===== src/rtl/xpushs_bank.sv =====
// Push-button front end: synchronise, debounce, capture press events.
// Sticky pending register with overflow flag; optional auto-repeat.
module xpushs_bank #(
    parameter int N_BTN       = 4,
    parameter int DB_CYCLES   = 16,
    parameter int REPEAT_EN   = 0,
    parameter int REPEAT_DLY  = 256,
    parameter int REPEAT_RATE = 64
) (
    input  logic             clk,
    input  logic             rst,
    input  logic [N_BTN-1:0] push_in,
    input  logic             sel,
    output logic [N_BTN-1:0] level_out,
    output logic [N_BTN-1:0] event_out,
    output logic             event_vld,
    output logic             overflow
);

    localparam int DB_W = (DB_CYCLES > 2) ? $clog2(DB_CYCLES) : 1;
    localparam logic [DB_W-1:0] DB_MAX = DB_W'(DB_CYCLES - 1);

    // repeat hardware only exists for a sane, enabled configuration
    localparam int RPT_ON =
        (REPEAT_EN != 0 && REPEAT_DLY >= 2 && REPEAT_RATE >= 2) ? 1 : 0;

    logic [N_BTN-1:0] r_sync1;
    logic [N_BTN-1:0] r_sync2;
    logic [N_BTN-1:0] r_level;
    logic [N_BTN-1:0] r_level_d;
    logic [DB_W-1:0]  r_db_cnt [N_BTN];
    logic [N_BTN-1:0] r_pend;
    logic             r_vld;
    logic             r_ovf;

    logic [N_BTN-1:0] w_rise;
    logic [N_BTN-1:0] w_rpt;
    logic [N_BTN-1:0] w_new;
    logic [N_BTN-1:0] w_pend_nxt;
    logic             w_ovf_set;

    // two-flop synchroniser on the raw asynchronous buttons
    always_ff @(posedge clk or negedge rst) begin
        if (!rst) begin
            r_sync1 <= '0;
            r_sync2 <= '0;
        end else begin
            r_sync1 <= push_in;
            r_sync2 <= r_sync1;
        end
    end

    // per-channel debounce: level flips only after a long enough clean hold
    always_ff @(posedge clk or negedge rst) begin
        if (!rst) begin
            r_level <= '0;
            for (int i = 0; i < N_BTN; i++) begin
                r_db_cnt[i] <= '0;
            end
        end else begin
            for (int i = 0; i < N_BTN; i++) begin
                if (r_sync2[i] == r_level[i]) begin
                    r_db_cnt[i] <= '0;
                end else if (r_db_cnt[i] == DB_MAX) begin
                    r_level[i]  <= r_sync2[i];
                    r_db_cnt[i] <= '0;
                end else begin
                    r_db_cnt[i] <= r_db_cnt[i] + 1'b1;
                end
            end
        end
    end

    // delayed level for press (rising edge) detection
    always_ff @(posedge clk or negedge rst) begin
        if (!rst) begin
            r_level_d <= '0;
        end else begin
            r_level_d <= r_level;
        end
    end

    assign w_rise = r_level & ~r_level_d;

    generate
        if (RPT_ON != 0) begin : g_rpt
            localparam int RP_MAX =
                (REPEAT_DLY > REPEAT_RATE) ? REPEAT_DLY : REPEAT_RATE;
            localparam int RP_W = $clog2(RP_MAX + 1);
            localparam logic [RP_W-1:0] DLY_V  = RP_W'(REPEAT_DLY);
            localparam logic [RP_W-1:0] RATE_V = RP_W'(REPEAT_RATE);

            logic [RP_W-1:0]  r_rpt_cnt [N_BTN];
            logic [N_BTN-1:0] r_rpt_ph;
            logic [N_BTN-1:0] w_hit;

            // repeat fires at DLY after the press, then every RATE
            always_comb begin
                w_hit = '0;
                for (int i = 0; i < N_BTN; i++) begin
                    if (r_rpt_ph[i]) begin
                        w_hit[i] = r_level[i] && (r_rpt_cnt[i] == RATE_V);
                    end else begin
                        w_hit[i] = r_level[i] && (r_rpt_cnt[i] == DLY_V);
                    end
                end
            end

            // cycle counter runs while held, cleared while released
            always_ff @(posedge clk or negedge rst) begin
                if (!rst) begin
                    r_rpt_ph <= '0;
                    for (int i = 0; i < N_BTN; i++) begin
                        r_rpt_cnt[i] <= '0;
                    end
                end else begin
                    for (int i = 0; i < N_BTN; i++) begin
                        if (!r_level[i]) begin
                            r_rpt_cnt[i] <= '0;
                            r_rpt_ph[i]  <= 1'b0;
                        end else if (w_hit[i]) begin
                            r_rpt_cnt[i] <= RP_W'(1);
                            r_rpt_ph[i]  <= 1'b1;
                        end else begin
                            r_rpt_cnt[i] <= r_rpt_cnt[i] + 1'b1;
                        end
                    end
                end
            end

            assign w_rpt = w_hit;
        end else begin : g_norpt
            assign w_rpt = '0;
        end
    endgenerate

    assign w_new      = w_rise | w_rpt;
    assign w_pend_nxt = sel ? w_new : (r_pend | w_new);
    assign w_ovf_set  = ~sel & (|(w_new & r_pend));

    // sticky pending events, registered valid and overflow flag
    always_ff @(posedge clk or negedge rst) begin
        if (!rst) begin
            r_pend <= '0;
            r_vld  <= 1'b0;
            r_ovf  <= 1'b0;
        end else begin
            r_pend <= w_pend_nxt;
            r_vld  <= |w_pend_nxt;
            r_ovf  <= w_ovf_set | (r_ovf & ~sel);
        end
    end

    assign level_out = r_level;
    assign event_out = r_pend;
    assign event_vld = r_vld;
    assign overflow  = r_ovf;

endmodule


===== config.mk =====
export PLATFORM = sky130hd
export DESIGN_NAME = xpushs_bank
export DESIGN_NICKNAME = d
export VERILOG_FILES = /design/src/rtl/xpushs_bank.sv
export SDC_FILE = /design/constraint.sdc
export NUM_CORES = 1
export LEC_CHECK = 0
export BUFFER_PORTS_ARGS = -buffer_cell sky130_fd_sc_hd__buf_2
export CAP_MARGIN = 20
export CORE_UTILIZATION = 55
export DETAILED_ROUTE_END_ITERATION = 7
export GPL_TIMING_DRIVEN = 1
export PLACE_DENSITY_LB_ADDON = 0.25
export SYNTH_ARGS = -nofsm -noshare
export SYNTH_HDL_FRONTEND = slang
export SYNTH_SLANG_ARGS = --single-unit

===== constraint.sdc =====
create_clock -name clk -period 1.95 [get_ports clk]
set_clock_uncertainty 0.1 [all_clocks]
set_input_delay 0.39 -clock clk [delete_from_list [all_inputs] [get_ports clk]]
set_output_delay 0.39 -clock clk [all_outputs]
set_load 0.005 [all_outputs]

* Word-level counts from Yosys, hierarchy flattened
Cells that the tools add are included.
** Cells by class
- Add/sub/neg operators :: 4
- Equal/unequal tests :: 8
- Muxes and demuxes :: 9
- Bitwise operators :: 12
- Reductions and logical operators :: 6
** Operators by type and width (number)
- 4-bit two-way mux :: 9
- 4-bit by 1-bit adder with 4-bit output (second input constant) :: 4
- 4-bit equality test (second input constant) :: 4
- 4-bit AND :: 2
- 2-bit AND reduction :: 4
- 4-bit OR reduction :: 2
- 1-bit inverter :: 5
- 1-bit equality test :: 4
- 4-bit inverter :: 1
- 4-bit bitwise OR :: 1
- 1-bit AND :: 2
- 1-bit bitwise OR :: 1
** Storage, ports and cells
- Bits in registers :: 38
- Output and inout port bits :: 10
- Word-level logic and storage cells :: 53

* Longest topological paths before layout
- Depth in word-level cells :: 6
- Mapped depth :: 4
- Mapped depth without buffers :: 4

* Worst setup path before layout
Ideal clock, no wire load.
- Kind :: reg-to-reg
- Start point :: register r_level[0], in the netlist level_out[0]
- End point :: register r_vld, in the netlist event_vld
- Setup time :: 0.139 ns
- Arrival time :: 1.184 ns
- Required time :: 1.711 ns
- Setup slack :: 0.528 ns
- Cell stages (with the launch flop) :: 4
- Clock period less this slack :: 1.422 ns
- Cells stage by stage :: dfrtp_1 > nor2b_4 > a21o_1 > or4_1
** Between the ends
- Cells in the longest elaborated chain, start to end :: 4
** Ends and longest elaborated chain
- from (decl) :: line 29 : logic [N_BTN-1:0] r_level;
- from (signal, indexed assignment) :: line 65 : r_level[i] <= r_sync2[i];
- 4-bit AND (*) :: line 83 : assign w_rise = r_level & ~r_level_d;
- 4-bit bitwise OR :: line 138 : assign w_pend_nxt = sel ? w_new : (r_pend | w_new);
- 4-bit two-way mux (*) :: line 138
- via w_pend_nxt[0] :: line 39 : logic [N_BTN-1:0] w_pend_nxt;
- 4-bit OR reduction (*) :: line 149 : r_vld <= |w_pend_nxt;
- to (signal assigned) :: line 149
- to (decl) :: line 33 : logic r_vld;
The timed path passes the listed nets; every way through them passes the cells marked *.
A chain may end at the register's enable or synchronous reset.

* Worst setup path after layout
- Start point :: register r_level[1], in the netlist level_out[1]
- End point :: register r_vld, in the netlist event_vld
Same word-level chain as after synthesis.

==> results.ini <==
[run_status]
outcome = completed

[cts]
ctsResizeCount = 0
root_buffer = clkbuf_4
clkSinkCount = 38
clk_latency_ns = 0.34
cts_hold_buffers = 1
numCtsBuffers = 5
cts_tree = done
cts.reportedPaths.clkPinSlew_ns = 0.10
cts_max_level = 2
ctsLongestPathBuffers = 2
cts_setup_buffers = 0

[place]
place_congestion = 0.631
hpwlAfterDp_um = 1490
portBuffers = 16
dp_slack_ns = 0.482

[worst_hold_path]
hold_start = push_in[1]
min-delay-path-class = in2reg
hold-path-cell-count = 1

[yosys]
syn-cell-area_um2 = 1410
synth.cells.most_frequent = dfrtp_1 (38), a21oi_1 (8), xnor2_1 (8)
synth.area.top_cells = dfrtp_1 (67%), xnor2_1 (5.0%), ha_1 (3.5%)
synth_most_common_cell = dfrtp_1
ys_types = 20
synth_fp_nets = 112
yosysTopAreaCellShare_pct = 67.3
syn_area_per_cell_um2 = 14.0
synth_area_leader_cell = dfrtp_1
async_flop_share_pct = 100
ys.flop_type = dfrtp_1
yosysWarnings = 0
synth_edf_count = 0
yosysSeqAreaShare_pct = 67.3
synth_seq_cells = 38
synth_cells = 101

[pwr]
power_density_nw_per_um2 = 818
cellLeakagePower_nw = 0.815
ir_drop_mv = 0.677
power.total_mw = 1.31

[critical_path]
arrival_ns = 1.58
end_kind = register
rr_startpoint = level_out[1]$_DFFE_PN0P_
critPathLaunch = level_out[1]$_DFFE_PN0P_
max_stage_delay_ns = 0.50
cp.required_ns = 2.07
cp_max_fo = 5
cpMaxStageDelayCell = or4_1
cp_cell_sequence = nor2b_4, a21o_1, or4_1
worstRegToRegCells = 3
start_kind = register
crit_type = reg2reg

[drt]
wl_per_cell_um = 13.9
avgViaCountPerCell = 5.46
drcViolationCount = 0
wl_um = 2150
dr.pass1.iters = 4
antenna_left = 0
drtIter0Drc = 7
num_vias = 846

[sta]
fin_tns_setup_ns = 0
slew_headroom_pct = 70.2
period_share_pct = 75.0
fmax_mhz = 684
rsz0062_at_grt = false
finalCriticalPeriod_ns = 1.46
hold_violations = 0
worst_pin_slew_ns = 0.447
fin_ws_ns = 0.487
setup_viol = 0
finalMaxSlewViolations = 0

[die]
core_um2 = 2450
dieHeight_um = 52.7
start_util_pct = 57.6
die_area_um2 = 2780
dieWidth_um = 52.7
ios = 17
fp-row-count = 18

[cells_and_area]
synthToLayoutAreaGrowth_pct = 13.2
final_core_util_pct = 65.2
drive_gt1_share_pct = 20.8
nets = 137
num-fill-cells = 194
antenna_cells = 0

[global_routing]
grt_antenna_before_repair = 0
gr-total-overflow = 0
grt_pass1_wl_um = 3460
grt_pass1_vias = 805
track_usage_pct = 18.9
grt_max_degree = 39

[flow_run]
drv_cap = 0

worst paths after layout:
| path | slack, ns | endpoint |
|---|---|---|
| min in group asynchronous | 0.51 | r_db_cnt[10]$_DFF_PN0_ |
| hold / removal | 0.05 | r_sync1[1]$_DFF_PN0_ |
| setup reg to reg | 0.49 | event_vld$_DFF_PN0_ |
| max in group asynchronous | 0.92 | event_out[0]$_DFF_PN0_ |
| hold reg to reg | 0.26 | r_sync2[0]$_DFF_PN0_ |
| setup / recovery | 0.49 | event_vld$_DFF_PN0_ |
per-layer routing:
layer | track usage, % | up-vias | wire (um)
met3 | 7.83 | 4 | 96
met5 | 0 | - | 0
li1 | - | 402 | -
met1 | 21.7 | 422 | 933
met2 | 28.9 | 18 | 1070
met4 | 11.8 | 0 | 57
critical path, delay by kind of cell, from the launching register on:
| kind | cells | cell delay (ns) |
|---|---|---|
| flip-flops | 1 | 0.44 |
| AO/OA/AOI/OAI | 1 | 0.16 |
| AND/OR/NAND/NOR | 2 | 0.65 |
cells in the final DEF, fill, tap and decap left out, drive strengths merged, types with 5 or more instances in the layout:
master	instances
clkbuf	6
dfrtp	38
a21oi	8
buf	17
xnor2	8
nor2b	8
a21o	5
metrics by stage:
step | hold WS [ns] | area (um^2) | cells
final | 0.0496 | 1600 | 155
after global routing | 0.0304 | 1600 | 155
after CTS | 0.0294 | 1600 | 155
after detailed placement | 0.237 | 1540 | 148
after global placement | 0.231 | 1540 | 148
after floorplan | -0.00559 | 1410 | 101
power breakdown:
| part | internal [mW] | leakage (nW) | switching (mW) |
|---|---|---|---|
| Sequential | 0.816 | 0.502 | 0.0247 |
| Clock | 0.163 | 0.0302 | 0.233 |
| Combinational | 0.0340 | 0.283 | 0.0388 |
flip-flops by register name, indices dropped and copies added (netlist names):
| signal | flops |
|---|---|
| event_out | 4 |
| event_vld | 1 |
| level_out | 4 |
| overflow | 1 |
| r_db_cnt | 16 |
| r_level_d | 4 |
| r_sync1 | 4 |
| r_sync2 | 4 |
area by class of cell:
class                      instances  area (um^2)  area share [%]
clock buffer                       6         51.3            3.21
tap                               30         37.5            2.35
inverter                           4         15.0           0.938
sequential                        38          951            59.4
multi-input combinational         59          448            28.0
timing repair buffer              18         97.6            6.10
cell families after synthesis:
family / Yosys count / synth area share (%)
fa+ha+maj: 4 / 3.54
simple gates: 23 / 11.1
compound gates: 20 / 8.94
xor+xnor: 8 / 4.96
mux: 4 / 3.19
buf+inv: 4 / 1.06
flops: 38 / 67.3
(Power assumes the default switching activity.)
